--- config.mk ---
export PLATFORM = sky130hd
export DESIGN_NAME = tristate_bus_tx
export DESIGN_NICKNAME = d
export VERILOG_FILES = /design/src/rtl/tristate_bus_pkg.sv /design/src/rtl/bus_bit_timer.sv /design/src/rtl/tristate_bus_tx.sv
export SDC_FILE = /design/constraint.sdc
export NUM_CORES = 1
export LEC_CHECK = 0
export CORE_ASPECT_RATIO = 1.75
export CORE_MARGIN = 10
export CORE_UTILIZATION = 50
export CTS_CLUSTER_DIAMETER = 80
export DETAILED_ROUTE_END_ITERATION = 8
export PLACE_DENSITY = 0.73
export SYNTH_ARGS = -nofsm -noshare
export SYNTH_HDL_FRONTEND = slang
export SYNTH_SLANG_ARGS = --single-unit
--- constraint.sdc ---
create_clock -name clk -period 4.02 [get_ports clk]
set_input_delay 0.804 -clock clk [delete_from_list [all_inputs] [get_ports clk]]
set_output_delay 0.804 -clock clk [all_outputs]
set_load 0.03 [all_outputs]
--- src/rtl/tristate_bus_pkg.sv ---
// tristate_bus_pkg: shared state encoding, line levels and sizing helper
// for the tristate bus transmitter.
package tristate_bus_pkg;
    typedef enum logic [2:0] {IDLE, GUARD_ON, START, DATA, STOP, GUARD_OFF} state_t;
    localparam logic LINE_IDLE = 1'b1;
    localparam logic LINE_START = 1'b0;
    function automatic int clog2w(input int n);
        return n <= 2 ? 1 : $clog2(n);
    endfunction
endpackage

--- src/rtl/bus_bit_timer.sv ---
// bus_bit_timer: wrapping 0..COUNT-1 counter with a combinational terminal pulse,
// used for both line-bit and guard-interval timing.
module bus_bit_timer
    import tristate_bus_pkg::*;
#(
    parameter int COUNT = 4,
    parameter int W = clog2w(COUNT + 1)
) (
    input  logic clk,
    input  logic reset,
    input  logic enable,
    input  logic clear,
    output logic terminal
);
    logic [W-1:0] cnt;
    assign terminal = enable && cnt == W'(COUNT - 1);
    always_ff @(posedge clk) begin
        if (reset || clear) cnt <= '0;
        else if (enable) cnt <= terminal ? '0 : cnt + W'(1);
    end
endmodule

--- src/rtl/tristate_bus_tx.sv ---
// tristate_bus_tx: frames a payload onto an inverting tristate buffer, owning the
// wire only for guard + start + data + stop + guard, all outputs registered.
module tristate_bus_tx
    import tristate_bus_pkg::*;
#(
    parameter int DATA_WIDTH = 8,
    parameter int BIT_CYCLES = 4,
    parameter int GUARD_CYCLES = 2
) (
    input  logic                  clk,
    input  logic                  reset,
    input  logic [DATA_WIDTH-1:0] txData,
    input  logic                  txValid,
    output logic                  txReady,
    output logic                  busy,
    output logic                  done,
    output logic                  dataInput,
    output logic                  outEnable
);
    localparam int M1 = BIT_CYCLES > GUARD_CYCLES ? BIT_CYCLES : GUARD_CYCLES;
    localparam int MAXC = M1 > DATA_WIDTH ? M1 : DATA_WIDTH;
    localparam int W = clog2w(MAXC + 1);
    localparam int GC = GUARD_CYCLES > 0 ? GUARD_CYCLES : 1;
    localparam logic [W-1:0] LAST = W'(DATA_WIDTH - 1);
    state_t state, state_n;
    logic [DATA_WIDTH-1:0] shift, shift_n;
    logic [W-1:0] idx, idx_n;
    logic bit_term, guard_term, line_n;
    bus_bit_timer #(.COUNT(BIT_CYCLES), .W(W)) u_bit (
        .clk(clk), .reset(reset),
        .enable(state == START || state == DATA || state == STOP),
        .clear(state == IDLE), .terminal(bit_term)
    );
    // With GUARD_CYCLES=0 the guard states are never entered, so this timer idles.
    bus_bit_timer #(.COUNT(GC), .W(W)) u_guard (
        .clk(clk), .reset(reset),
        .enable(state == GUARD_ON || state == GUARD_OFF),
        .clear(state == IDLE), .terminal(guard_term)
    );
    always_comb begin
        state_n = state;
        shift_n = shift;
        idx_n = idx;
        unique case (state)
            IDLE: if (txValid) begin
                state_n = GUARD_CYCLES > 0 ? GUARD_ON : START;
                shift_n = txData;
            end
            GUARD_ON: if (guard_term) state_n = START;
            START: if (bit_term) state_n = DATA;
            DATA: if (bit_term) begin
                shift_n = shift >> 1;
                idx_n = idx == LAST ? '0 : idx + W'(1);
                state_n = idx == LAST ? STOP : DATA;
            end
            STOP: if (bit_term) state_n = GUARD_CYCLES > 0 ? GUARD_OFF : IDLE;
            GUARD_OFF: if (guard_term) state_n = IDLE;
            default: state_n = IDLE;
        endcase
        line_n = state_n == DATA ? shift_n[0] : state_n == START ? LINE_START : LINE_IDLE;
    end
    // Outputs are registered from next-state values so they line up with the state register.
    always_ff @(posedge clk) begin
        if (reset) begin
            state <= IDLE;
            shift <= '0;
            idx <= '0;
            txReady <= 1'b1;
            busy <= 1'b0;
            done <= 1'b0;
            outEnable <= 1'b0;
            dataInput <= 1'b0;
        end else begin
            state <= state_n;
            shift <= shift_n;
            idx <= idx_n;
            txReady <= state_n == IDLE;
            busy <= state_n != IDLE;
            done <= state != IDLE && state_n == IDLE;
            outEnable <= state_n != IDLE;
            dataInput <= ~line_n;
        end
    end
endmodule

; ---- After elaboration in Yosys (flattened, before gate mapping)
; Cells that the tools add are included.
[word_totals]
reg_bits = 27
latchBits = 0
mem_bits_rw = 0
mem_bits_ro = 0
in_bits = 11
out_inout_bits = 5
elab_cells = 56
mem_count = 0
[classes]
addsub = 3
mul = 0
div_mod_pow = 0
magnitude_cmp = 0
n_eq_ne = 12
shift = 0
n_mux = 16
n_bitwise = 1
n_reduce_logical = 14
[ops]
columns = op, n
row1 = 3-bit 2-to-1 mux, 7
row2 = 3-bit case mux with 6 select lines, 1
row3 = 8-bit 2-to-1 mux, 2
row4 = 8-bit case mux with 2 select lines, 1
row5 = 4-bit by 1-bit adder with 4-bit output (second input constant), 3
row6 = 3-bit by 2-bit == test with 1-bit output (second input constant), 4
row7 = 4-bit 2-to-1 mux, 3
row8 = 3-bit == test (second input constant), 2
row9 = 3-bit logical NOT, 2
row10 = 3-bit nonzero test, 2
row11 = 4-bit by 1-bit == test with 1-bit output (second input constant), 1
row12 = 4-bit by 2-bit == test with 1-bit output (second input constant), 1
row13 = 4-bit by 3-bit == test with 1-bit output (second input constant), 1
row14 = 1-bit logical OR, 4
row15 = 3-bit by 1-bit == test with 1-bit output (second input constant), 1
row16 = 1-bit logical AND, 3
row17 = 3-bit AND reduction, 1
row18 = 1-bit 2-to-1 mux, 2
row19 = 2-bit by 1-bit != test with 1-bit output (second input constant), 1
row20 = 2-bit != test (second input constant), 1
row21 = 2-bit AND reduction, 1
row22 = 2-bit nonzero test, 1
row23 = 1-bit inverter, 1

; ---- Depth between registers and ports, before layout
; Gate-level depths: netlist of the first run.
[depth]
ltp_word = 10
mapped_depth = 6
mapped_depth_nobuf = 6

; ---- Hierarchy
; A second synthesis of the first run with hierarchy kept.
[hier_totals]
hier_cells = 133
hier_area_um2 = 1296.2
[by_module_without_submodules]
columns = module, instances, cells_per_inst, area_each_um2, seq_area_each_um2
row1 = tristate_bus_tx, 1, 92, 868.3, 380.4
row2 = bus_bit_timer at u_guard, 1, 23, 222.7, 80.1
row3 = bus_bit_timer at u_bit, 1, 18, 205.2, 80.1

; ---- Least setup slack after synthesis of the first run
; OpenSTA, ideal clock, no wires.
[synth_path]
path_kind = input to register
from = input txValid
to = register dataInput
setup_time_ns = 0.103
arrival_ns = 1.951
required_ns = 3.917
path_slack_ns = 1.965
path_stages = 4
n_path_buf = 0
cell_sequence = nor4b_4 a21oi_4 a221o_1 a2111oi_2
[synth_between]
elab_chain_cells = 6
elab_cells_between_ends = 9
cone_classes = 2 x eq/ne / 6 x mux / 1 x bitwise
[synth_lines]
columns = element, line_no
row1 = from (decl), tristate_bus_tx.sv:13  ; input logic txValid,
row2 = 3-bit 2-to-1 mux, tristate_bus_tx.sv:45  ; IDLE: if (txValid) begin
row3 = 3-bit case mux with 6 select lines, tristate_bus_tx.sv:44  ; unique case (state)
row4 = 3-bit by 2-bit == test with 1-bit output, tristate_bus_tx.sv:60  ; line_n = state_n == DATA ? shift_n[0] : state_n == START ? LINE_START : LINE_IDLE;
row5 = 1-bit 2-to-1 mux, tristate_bus_tx.sv:60
row6 = 1-bit 2-to-1 mux *, tristate_bus_tx.sv:60
row7 = 1-bit inverter *, tristate_bus_tx.sv:81  ; dataInput <= ~line_n;
row8 = to (signal assigned), tristate_bus_tx.sv:81
row9 = to (decl), tristate_bus_tx.sv:17  ; output logic dataInput,
; Every way passes the cells marked *; elsewhere a longest branch is shown, timed or not. The select of a mux whose other input is x is not followed.
; A chain may end at the register's enable or synchronous reset.

; ---- Worst setup path after layout of the first run
; Same ends and word-level chain as after synthesis.

==> results of run 1 <==
## cell usage in the layout (no fill, tap or decap), drive strengths merged, types with 3 or more instances in the layout
cell,n
a22oi,9
nand3,4
nor3,5
mux2i,3
nor3b,3
clkbuf,4
clkdlybuf4s50,15
dfxtp,27
nor2,16
o21ai,4
a21oi,16
and2,3
nor2b,4
nand2,11
ha,4
## critical path, cell delays in order
cell and delay [ns]:
clkdlybuf4s50_1 0.49, nor4b_4 0.52, a21oi_4 0.11, a221o_1 0.35, a2111oi_2 0.35
## stage by stage
stage	utilization [%]	setup WS, ns
floorplan	-	1.97
global placement	55.9	1.34
detailed placement	55.9	1.27
CTS	57.8	1.54
global route	57.8	1.43
finish	57.8	1.55
## flip-flops by register name, summed over array words and instances (netlist names)
register	cells
shift	8
idx	4
u_bit.cnt	4
u_guard.cnt	4
state	3
dataInput	1
done	1
outEnable	1
txReady	1
## metal layers
metal	vias to the layer above	part of all wire (%)
met2	19	54
met3	5	3.6
met4	0	1.8
met1	459	40
li1	501	-
met5	-	0
## layout make-up
class                      count  area, sq um  area share (%)
clock buffer                   4         45.0            3.17
inverter                       2         7.51           0.528
multi-input combinational    100          647            45.5
sequential                    27          541            38.0
tap                           26         32.5            2.29
timing repair buffer          15          150            10.6
## power groups by stage
stage	Sequential, W	Clock, W	Combinational, W
floorplan	0.000289	0	0.0000368
global placement	0.000289	0	0.0000543
detailed placement	0.000289	0	0.0000559
CTS	0.000283	0.000155	0.0000560
global route	0.000284	0.000164	0.0000600
finish	0.000283	0.000152	0.0000550
## worst paths after layout
| kind | slack (ns) | cells after the start | end |
|---|---|---|---|
| max | 1.55 | 5 | dataInput$_SDFF_PP0_ |
| min | 0.46 | 2 | shift[1]$_SDFFE_PP0P_ |
| max reg2reg | 1.93 | 5 | dataInput$_SDFF_PP0_ |
| min reg2reg | 0.46 | 2 | shift[1]$_SDFFE_PP0P_ |
## logic make-up (layout without fill, tap and decap cells)
| kind of cell | after synthesis | in the layout | synth area share [%] |
|---|---|---|---|
| AO/OA/AOI/OAI | 33 | 33 | 17.7 |
| flip-flops | 27 | 27 | 42.9 |
| XOR/XNOR | 3 | 3 | 2.09 |
| adder cells (fa/ha/maj) | 4 | 4 | 3.98 |
| multiplexers | 3 | 3 | 2.39 |
| buffers and inverters | 10 | 21 | 5.67 |
| AND/OR/NAND/NOR | 57 | 57 | 25.2 |
==> flow_summary_export.csv, run 1 <==
group,metric,value,unit
run_status,run_status,"finished, final reports clean",
cts,cts_max_level,1,
detailed_routing,wl,2.42,mm
timing,final.min_clock_period,2.47,ns
global_routing,antenna_found_initial,0,
power,p_seq_share,57.8,%
global_routing,grt_max_degree,20,
die,die_w,57.9,um
synth,netlist_area,0.00126,sq mm
timing,worst_pin_slew,0.676,ns
final_layout,fin_nets,164,
detailed_routing,first_iter_violations,13,
synth,post-synth-top-area-cell,"dfxtp_1",
global_routing,grt_pass1_vias,965,
detailed_routing,vias,984,
cts,clockBufferDepth,2,
setup_path,start_kind,"primary input",
timing,fin_skew,0.00174,ns
setup_path,end_kind,"flop",
cts,cts_setup_buffers,0,
power,power_density,344,mW/mm^2
timing,rsz0062_at_grt,"no",
power,switchingPower,0.000116,W
synth,yosys-top-cells-count,"27 x dfxtp_1, 16 x nor2_1, 15 x a21oi_1",
timing,finalHoldViolations,0,
synth,yosys_warnings,0,
timing,slew_viol_final,0,
synth,async_flop_share,0,%
timing,fmax,405,MHz
detailed_routing,drc_errors,0,
setup_path,crit_path_max_fanout,10,
place,placed_area,0.00138,sq mm
place,place_congestion,0.712,
die,coreArea,0.00246,sq mm
die,start_util,51.1,%
die,die-area,0.00500,sq mm
synth,ys_types,37,
synth,synth_most_common_cell,"dfxtp_1",
global_routing,use_met2,19.4,%
power,internal_power,0.000374,W
power,power_frac_comb,11.2,%
setup_path,rr_startpoint,"u_bit.cnt[0]$_SDFFE_PP0P_",
run,cap_violations,0,
synth,yosys-top-cells-area,"dfxtp_1 43%, a21oi_1 6.0%, a22oi_1 5.4%, nor2_1 4.8%, ha_1 4.0%",
timing,setup_viol,0,
synth,syn_area_per_cell,9.19,sq um
final_layout,fin_cells,174,
setup_path,worstPathRequired,4.19,ns
setup_path,critPathArrivalTime,2.64,ns
power,ir_worst_vdd,0.276,mV
final_layout,drive_gt1_share,7.43,%
final_layout,area_growth,13.0,%
power,swShare,23.7,%
synth,ys_seq_area_share,42.9,%
global_routing,grtUsageMet1,9.23,%
global_routing,grt_first_pass_wirelength,4.16,mm
die,io_pins,16,
timing,finalCritPeriodShare,61.4,%
detailed_routing,vias_per_cell,5.66,
cts,ctsHoldBuffers,0,
place,io_buffer_count,15,
detailed_routing,ant_nets,0,
detailed_routing,wl_per_cell,13.9,um
timing,fin_hold_ws,0.461,ns
min_path,hold_path_class,"reg2reg",
detailed_routing,firstDrtPassIters,4,
synth,synth_nets,152,
cts,cts_tree,"built",
die,fp-row-count,24,
power,p_total,0.000490,W
global_routing,grtUsageMet3,2.49,%
die,die_y,86.4,um
place,place_hpwl,1.91,mm
synth,synth_ff_type,"dfxtp_1",
cts,clk_pin_slew,0.09,ns
cts,cts_resized,0,
min_path,worstHoldStart,"shift[1]$_SDFFE_PP0P_",
setup_path,startpoint,"txValid",
timing,relSlewSlack,54.8,%
final_layout,diodes,0,
final_layout,fill_cells,236,
cts,cts_sinks,27,
timing,tns,0,ns
synth,syn_inst,137,
power,clkPwrFrac,31.0,%
setup_path,path_class,"in2reg",
cts,clk_latency,0.27,ns
global_routing,track_usage,10.1,%
global_routing,grt_busiest_layer,"met2",
cts,cts_inserted_buffers,3,
synth,synth_edf_count,0,
synth,synth_top_area_share,42.9,%
global_routing,grt-ovfl-total,0,
final_layout,final_area,0.00142,sq mm
place,place.detailed.instances,170,
power,p_leak,0.528,nW
synth,ys_ff_latch,27,
cts,cts-root-buf,"clkbuf_8",
Note: power is estimated with default switching activity, not from simulation.
==> run 2, diff against run 1 <==
--- a/config.mk
+++ b/config.mk
@@ -7,7 +7,7 @@
 export LEC_CHECK = 0
 export CORE_ASPECT_RATIO = 1.75
 export CORE_MARGIN = 10
-export CORE_UTILIZATION = 50
+export CORE_UTILIZATION = 48
 export CTS_CLUSTER_DIAMETER = 80
 export DETAILED_ROUTE_END_ITERATION = 8
 export PLACE_DENSITY = 0.73
==> constraint.sdc (replaced) <==
create_clock -name clk -period 2 [get_ports clk]
set_input_delay 0.4 -clock clk [delete_from_list [all_inputs] [get_ports clk]]
set_output_delay 0.4 -clock clk [all_outputs]
set_load 0.03 [all_outputs]
==> flow_summary_export.csv, run 2 (synthesis gave the netlist of run 1 again) <==
group,metric,value,unit
setup_path,rr_startpoint,"u_bit.cnt[0]$_SDFFE_PP0P_",
place,dp_slack,-0.0439,ns
timing,fmax,526,MHz
global_routing,grt_first_pass_wirelength,4.62,mm
die,coreArea,0.00249,sq mm
final_layout,fin_nets,175,
die,die_w,58.7,um
min_path,hold_end,"shift[5]$_SDFFE_PP0P_",
timing,setup_viol,0,
final_layout,final_area,0.00151,sq mm
setup_path,end_kind,"flop",
timing,rsz0062_at_grt,"no",
detailed_routing,firstDrtPassIters,4,
power,power_density,661,mW/mm^2
detailed_routing,drc_errors,0,
place,place_congestion,0.920,
cts,cts_inserted_buffers,3,
cts,clockBufferDepth,2,
setup_path,path_class,"reg2reg",
global_routing,grt_pass1_vias,1130,
setup_path,critPathArrivalTime,2.08,ns
setup_path,start_kind,"flop",
detailed_routing,vias_per_cell,5.65,
final_layout,area_growth,20.2,%
global_routing,antenna_found_initial,0,
final_layout,largest_register,"shift",
place,io_buffer_count,15,
timing,relSlewSlack,73.8,%
cts,cts_max_level,1,
global_routing,grt_max_degree,16,
run_status,run_status,"finished, final reports clean",
power,ir_worst_vdd,0.518,mV
setup_path,crit_path_max_fanout,4,
final_layout,largest_reg_flops,8,
die,fp-row-count,24,
cts,cts_sinks,27,
timing,worst_pin_slew,0.392,ns
cts,clk_pin_slew,0.09,ns
final_layout,diodes,0,
final_layout,finish.utilization,60.7,%
die,die_y,87.7,um
global_routing,grt-ovfl-total,0,
timing,fin_ws,0.0996,ns
min_path,holdPathStages,2,
cts,clk_latency,0.27,ns
place,placed_area,0.00145,sq mm
timing,final.min_clock_period,1.90,ns
final_layout,fill_cells,224,
detailed_routing,ant_nets,0,
die,io_pins,16,
detailed_routing,wl,2.61,mm
setup_path,r2r_slack,0.1,ns
die,start_util,50.5,%
cts,cts-root-buf,"clkbuf_8",
global_routing,track_usage,10.8,%
cts,cts_tree,"built",
final_layout,drive_gt1_share,14.5,%
timing,finalCritPeriodShare,95.0,%
detailed_routing,first_iter_violations,36,
timing,fin_hold_ws,0.468,ns
timing,tns,0,ns
run,cap_violations,0,
min_path,hold_path_class,"reg2reg",
detailed_routing,vias,1045,
final_layout,final_common_cell,"dfxtp_1",
min_path,worstHoldStart,"shift[5]$_SDFFE_PP0P_",
setup_path,rr_worst_depth,6,
power,p_leak,0.585,nW
setup_path,worstPathRequired,2.18,ns
die,die-area,0.00515,sq mm
place,place_hpwl,2.08,mm
timing,finalHoldViolations,0,
detailed_routing,wl_per_cell,14.1,um
final_layout,final_cell_mix,"27 x dfxtp_1, 16 x nor2_1, 15 x a21oi_1, 15 x clkdlybuf4s50_1",
timing,fin_skew,0.00406,ns
setup_path,timing.rr.end,"dataInput$_SDFF_PP0_",
timing,slew_viol_final,0,
run 2: cell count changes in the layout (fill, tap and decap cells not counted):
| cell | change |
|---|---|
| clkbuf_1 | -1 |
| nor3b_4 | +1 |
| buf_4 | +11 |
| clkinv_2 | +1 |
| nor3b_2 | -1 |
run 2: worst max-delay path by stage:
stage                                   start                   end  slack, ns  cells after the start
floorplan           u_bit.cnt[0]$_SDFFE_PP0P_  dataInput$_SDFF_PP0_       0.16                      5
global placement                      txValid  dataInput$_SDFF_PP0_      0.006                      5
detailed placement                    txValid  dataInput$_SDFF_PP0_      -0.04                      5
CTS                 u_bit.cnt[0]$_SDFFE_PP0P_  dataInput$_SDFF_PP0_       0.05                      5
global route        u_bit.cnt[0]$_SDFFE_PP0P_  dataInput$_SDFF_PP0_       0.01                      6
finish              u_bit.cnt[0]$_SDFFE_PP0P_  dataInput$_SDFF_PP0_        0.1                      6
run 2: final cells by class:
cell class	instances	area (sq um)	share of cell area (%)
Sequential cell	27	541	35.7
Tap cell	26	32.5	2.15
Clock inverter	1	5.00	0.331
Inverter	2	7.51	0.496
Multi-Input combinational cell	100	653	43.2
Clock buffer	3	41.3	2.73
Timing Repair Buffer	26	233	15.4
run 2: critical path, stage by stage, from the launching register on:
cell and delay [ns]:
dfxtp_1 0.35, ha_1 0.23, nor3b_4 0.18, buf_4 0.15, and2_1 0.17, a221o_1 0.39
a2111oi_2 0.35
run 2: report_power, final:
| part | total, W | leakage [nW] | switching [W] | internal, W |
|---|---|---|---|---|
| Clock | 0.000305 | 0.0255 | 0.000166 | 0.000140 |
| Sequential | 0.000566 | 0.220 | 0.0000115 | 0.000555 |
| Combinational | 0.000128 | 0.340 | 0.0000628 | 0.0000651 |
run 2: what timing repair did:
item                       CTS  global route
hold buffers                 0             0
buffers inserted             0             2
setup endpoints to repair    1             1
cloned                       0             0
gates resized for setup      1             0
run 2: metrics by stage:
step	std cells	power [W]
2_1_floorplan	137	0.000656
3_3_place_gp	179	0.000703
3_5_place_dp	179	0.000708
4_1_cts	183	0.00101
5_1_grt	185	0.00103
6_report	185	0.00100
run 2: layer usage:
metal	track usage [%]	wire (um)
met5	0	0
met4	4.40	44
met3	2.75	97
met2	21.1	1460
met1	10.0	1010
==> run 3, diff against run 2 <==
--- a/config.mk
+++ b/config.mk
@@ -11,6 +11,7 @@
 export CTS_CLUSTER_DIAMETER = 80
 export DETAILED_ROUTE_END_ITERATION = 8
 export PLACE_DENSITY = 0.73
+export RECOVER_POWER = 100
 export SYNTH_ARGS = -nofsm -noshare
 export SYNTH_HDL_FRONTEND = slang
 export SYNTH_SLANG_ARGS = --single-unit
==> flow_summary_export.csv, run 3 (synthesis gave the netlist of run 1 again) <==
group,metric,value,unit
run_status,run_status,"finished, final reports clean",
setup_path,cpLargestDelayFamily,"compound AO/OA/AOI/OAI gates",
setup_path,worstPathRequired,2.18,ns
detailed_routing,wl,2.62,mm
global_routing,grt_pass1_vias,1130,
min_path,holdPathStages,2,
place,place_hpwl,2.08,mm
timing,fin_skew,0.00364,ns
cts,clockBufferDepth,2,
final_layout,largest_register,"shift",
setup_path,rr_startpoint,"u_bit.cnt[0]$_SDFFE_PP0P_",
detailed_routing,first_iter_violations,23,
timing,setup_viol,0,
power,swShare,24.3,%
timing,fmax,527,MHz
timing,relSlewSlack,69.4,%
die,fp-row-count,24,
detailed_routing,vias,1035,
power,p_total,0.00100,W
final_layout,area_growth,19.0,%
place,placed_area,0.00145,sq mm
final_layout,fill_cells,228,
setup_path,r2r_slack,0.10,ns
detailed_routing,drc_errors,0,
run,cap_violations,0,
final_layout,final_area,0.00150,sq mm
power,ir_worst_vdd,0.522,mV
setup_path,crit_path_cell_trace,"ha_1 -> nor3b_4 -> clkbuf_1 -> and2_1 -> a221o_1 -> a2111oi_2",
power,power_density,667,mW/mm^2
detailed_routing,ant_nets,0,
final_layout,drive_gt1_share,11.3,%
detailed_routing,firstDrtPassIters,4,
detailed_routing,top_layer_used,"met4",
cts,cts_max_level,1,
global_routing,grt-ovfl-total,0,
setup_path,cp_num_buf_inv,1,
place,place_congestion,0.920,
detailed_routing,wl_met2,1.44,mm
power,clkPwrFrac,30.9,%
timing,rsz0062_at_grt,"no",
detailed_routing,wl_met1,1.04,mm
setup_path,end_kind,"flop",
power,p_seq_share,56.6,%
global_routing,grt_first_pass_wirelength,4.62,mm
min_path,hold_end,"shift[5]$_SDFFE_PP0P_",
die,die_w,58.7,um
global_routing,grt_max_degree,16,
global_routing,track_usage,10.8,%
setup_path,timing.rr.end,"dataInput$_SDFF_PP0_",
setup_path,cp_slowest_cell,"a221o_1",
power,internal_power,0.000757,W
detailed_routing,wl_per_cell,14.2,um
timing,final.min_clock_period,1.90,ns
final_layout,final_cell_mix,"27 x dfxtp_1, 16 x nor2_1, 15 x a21oi_1",
cts,cts_inserted_buffers,3,
power,power_frac_comb,12.5,%
setup_path,critPathArrivalTime,2.08,ns
detailed_routing,met3_length,99,um
cts,cts_sinks,27,
global_routing,antenna_found_initial,0,
die,die-area,0.00515,sq mm
min_path,worstHoldStart,"shift[5]$_SDFFE_PP0P_",
cts,ctsHoldBuffers,0,
cts,cts-root-buf,"clkbuf_8",
timing,slew_viol_final,0,
cts,cts_tree,"built",
min_path,hold_path_class,"reg2reg",
place,io_buffer_count,15,
die,coreArea,0.00249,sq mm
power,p_leak,0.579,nW
final_layout,fin_nets,175,
final_layout,final_common_cell,"dfxtp_1",
setup_path,max_stage_delay,0.39,ns
die,start_util,50.5,%
setup_path,path_class,"reg2reg",
setup_path,rr_worst_depth,6,
setup_path,start_kind,"flop",
die,die_y,87.7,um
detailed_routing,vias_per_cell,5.59,
timing,finalCritPeriodShare,94.9,%
cts,clk_latency,0.27,ns
timing,worst_pin_slew,0.459,ns
cts,clk_pin_slew,0.09,ns
timing,finalHoldViolations,0,
setup_path,crit_path_max_fanout,4,
final_layout,diodes,0,
final_layout,largest_reg_flops,8,
power,switchingPower,0.000243,W
die,io_pins,16,
setup_path,worst-path-stages,6,
==> run 3: cell type report <==
type | count | area [sq um] | share of cell area [%]
sequential | 27 | 541 | 36.1
tap | 26 | 32.5 | 2.17
clock inverter | 1 | 5.00 | 0.334
clock buffer | 3 | 41.3 | 2.76
timing repair buffer | 26 | 219 | 14.6
inverter | 2 | 7.51 | 0.501
multi-input combinational | 100 | 652 | 43.5
==> run 3: timing repair <==
| action | in CTS | in global routing |
|---|---|---|
| pin swaps | 0 | 0 |
| endpoints found under the setup margin | 1 | 1 |
| setup buffers | 0 | 2 |
| gates resized for setup | 1 | 0 |
| gates cloned | 0 | 0 |
==> run 3: through the flow <==
stage	hold WS [ns]	setup slack (ns)	setup TNS [ns]	utilization, %	cells
3_3_place_gp	0.445	0.00602	0	58.0	179
5_1_grt	0.490	0.0143	0	60.1	185
2_1_floorplan	0.437	0.164	0	-	137
4_1_cts	0.469	0.0548	0	60.1	183
3_5_place_dp	0.455	-0.0439	-0.0439	58.0	179
6_report	0.466	0.101	0	60.1	185
==> run 3: per-layer routing <==
metal	global-route usage, %	vias to the layer above
met5	0	-
met4	4.40	0
met3	2.75	5
met2	21.1	15
met1	10.0	490
li1	-	525
==> run 3: tightest hold or removal path, delay by kind of cell, from the launching register on <==
kind            cells  cell delay (ns)
flops               1             0.32
simple gates        1             0.05
compound gates      1             0.05
==> run 3: worst max path at each step <==
stage,start,endpoint,slack (ns)
after floorplan,u_bit.cnt[0]$_SDFFE_PP0P_,dataInput$_SDFF_PP0_,0.16
after global placement,txValid,dataInput$_SDFF_PP0_,0.006
after detailed placement,txValid,dataInput$_SDFF_PP0_,-0.04
after CTS,u_bit.cnt[0]$_SDFFE_PP0P_,dataInput$_SDFF_PP0_,0.05
after global routing,u_bit.cnt[0]$_SDFFE_PP0P_,dataInput$_SDFF_PP0_,0.01
final,u_bit.cnt[0]$_SDFFE_PP0P_,dataInput$_SDFF_PP0_,0.10
==> run 3: power groups by stage <==
stage	clock, W	combinational [W]	sequential [W]
floorplan	0	0.0000740	0.000582
detailed placement	0	0.000129	0.000579
global route	0.000325	0.000137	0.000569
finish	0.000309	0.000125	0.000566
CTS	0.000311	0.000129	0.000567
global placement	0	0.000125	0.000578
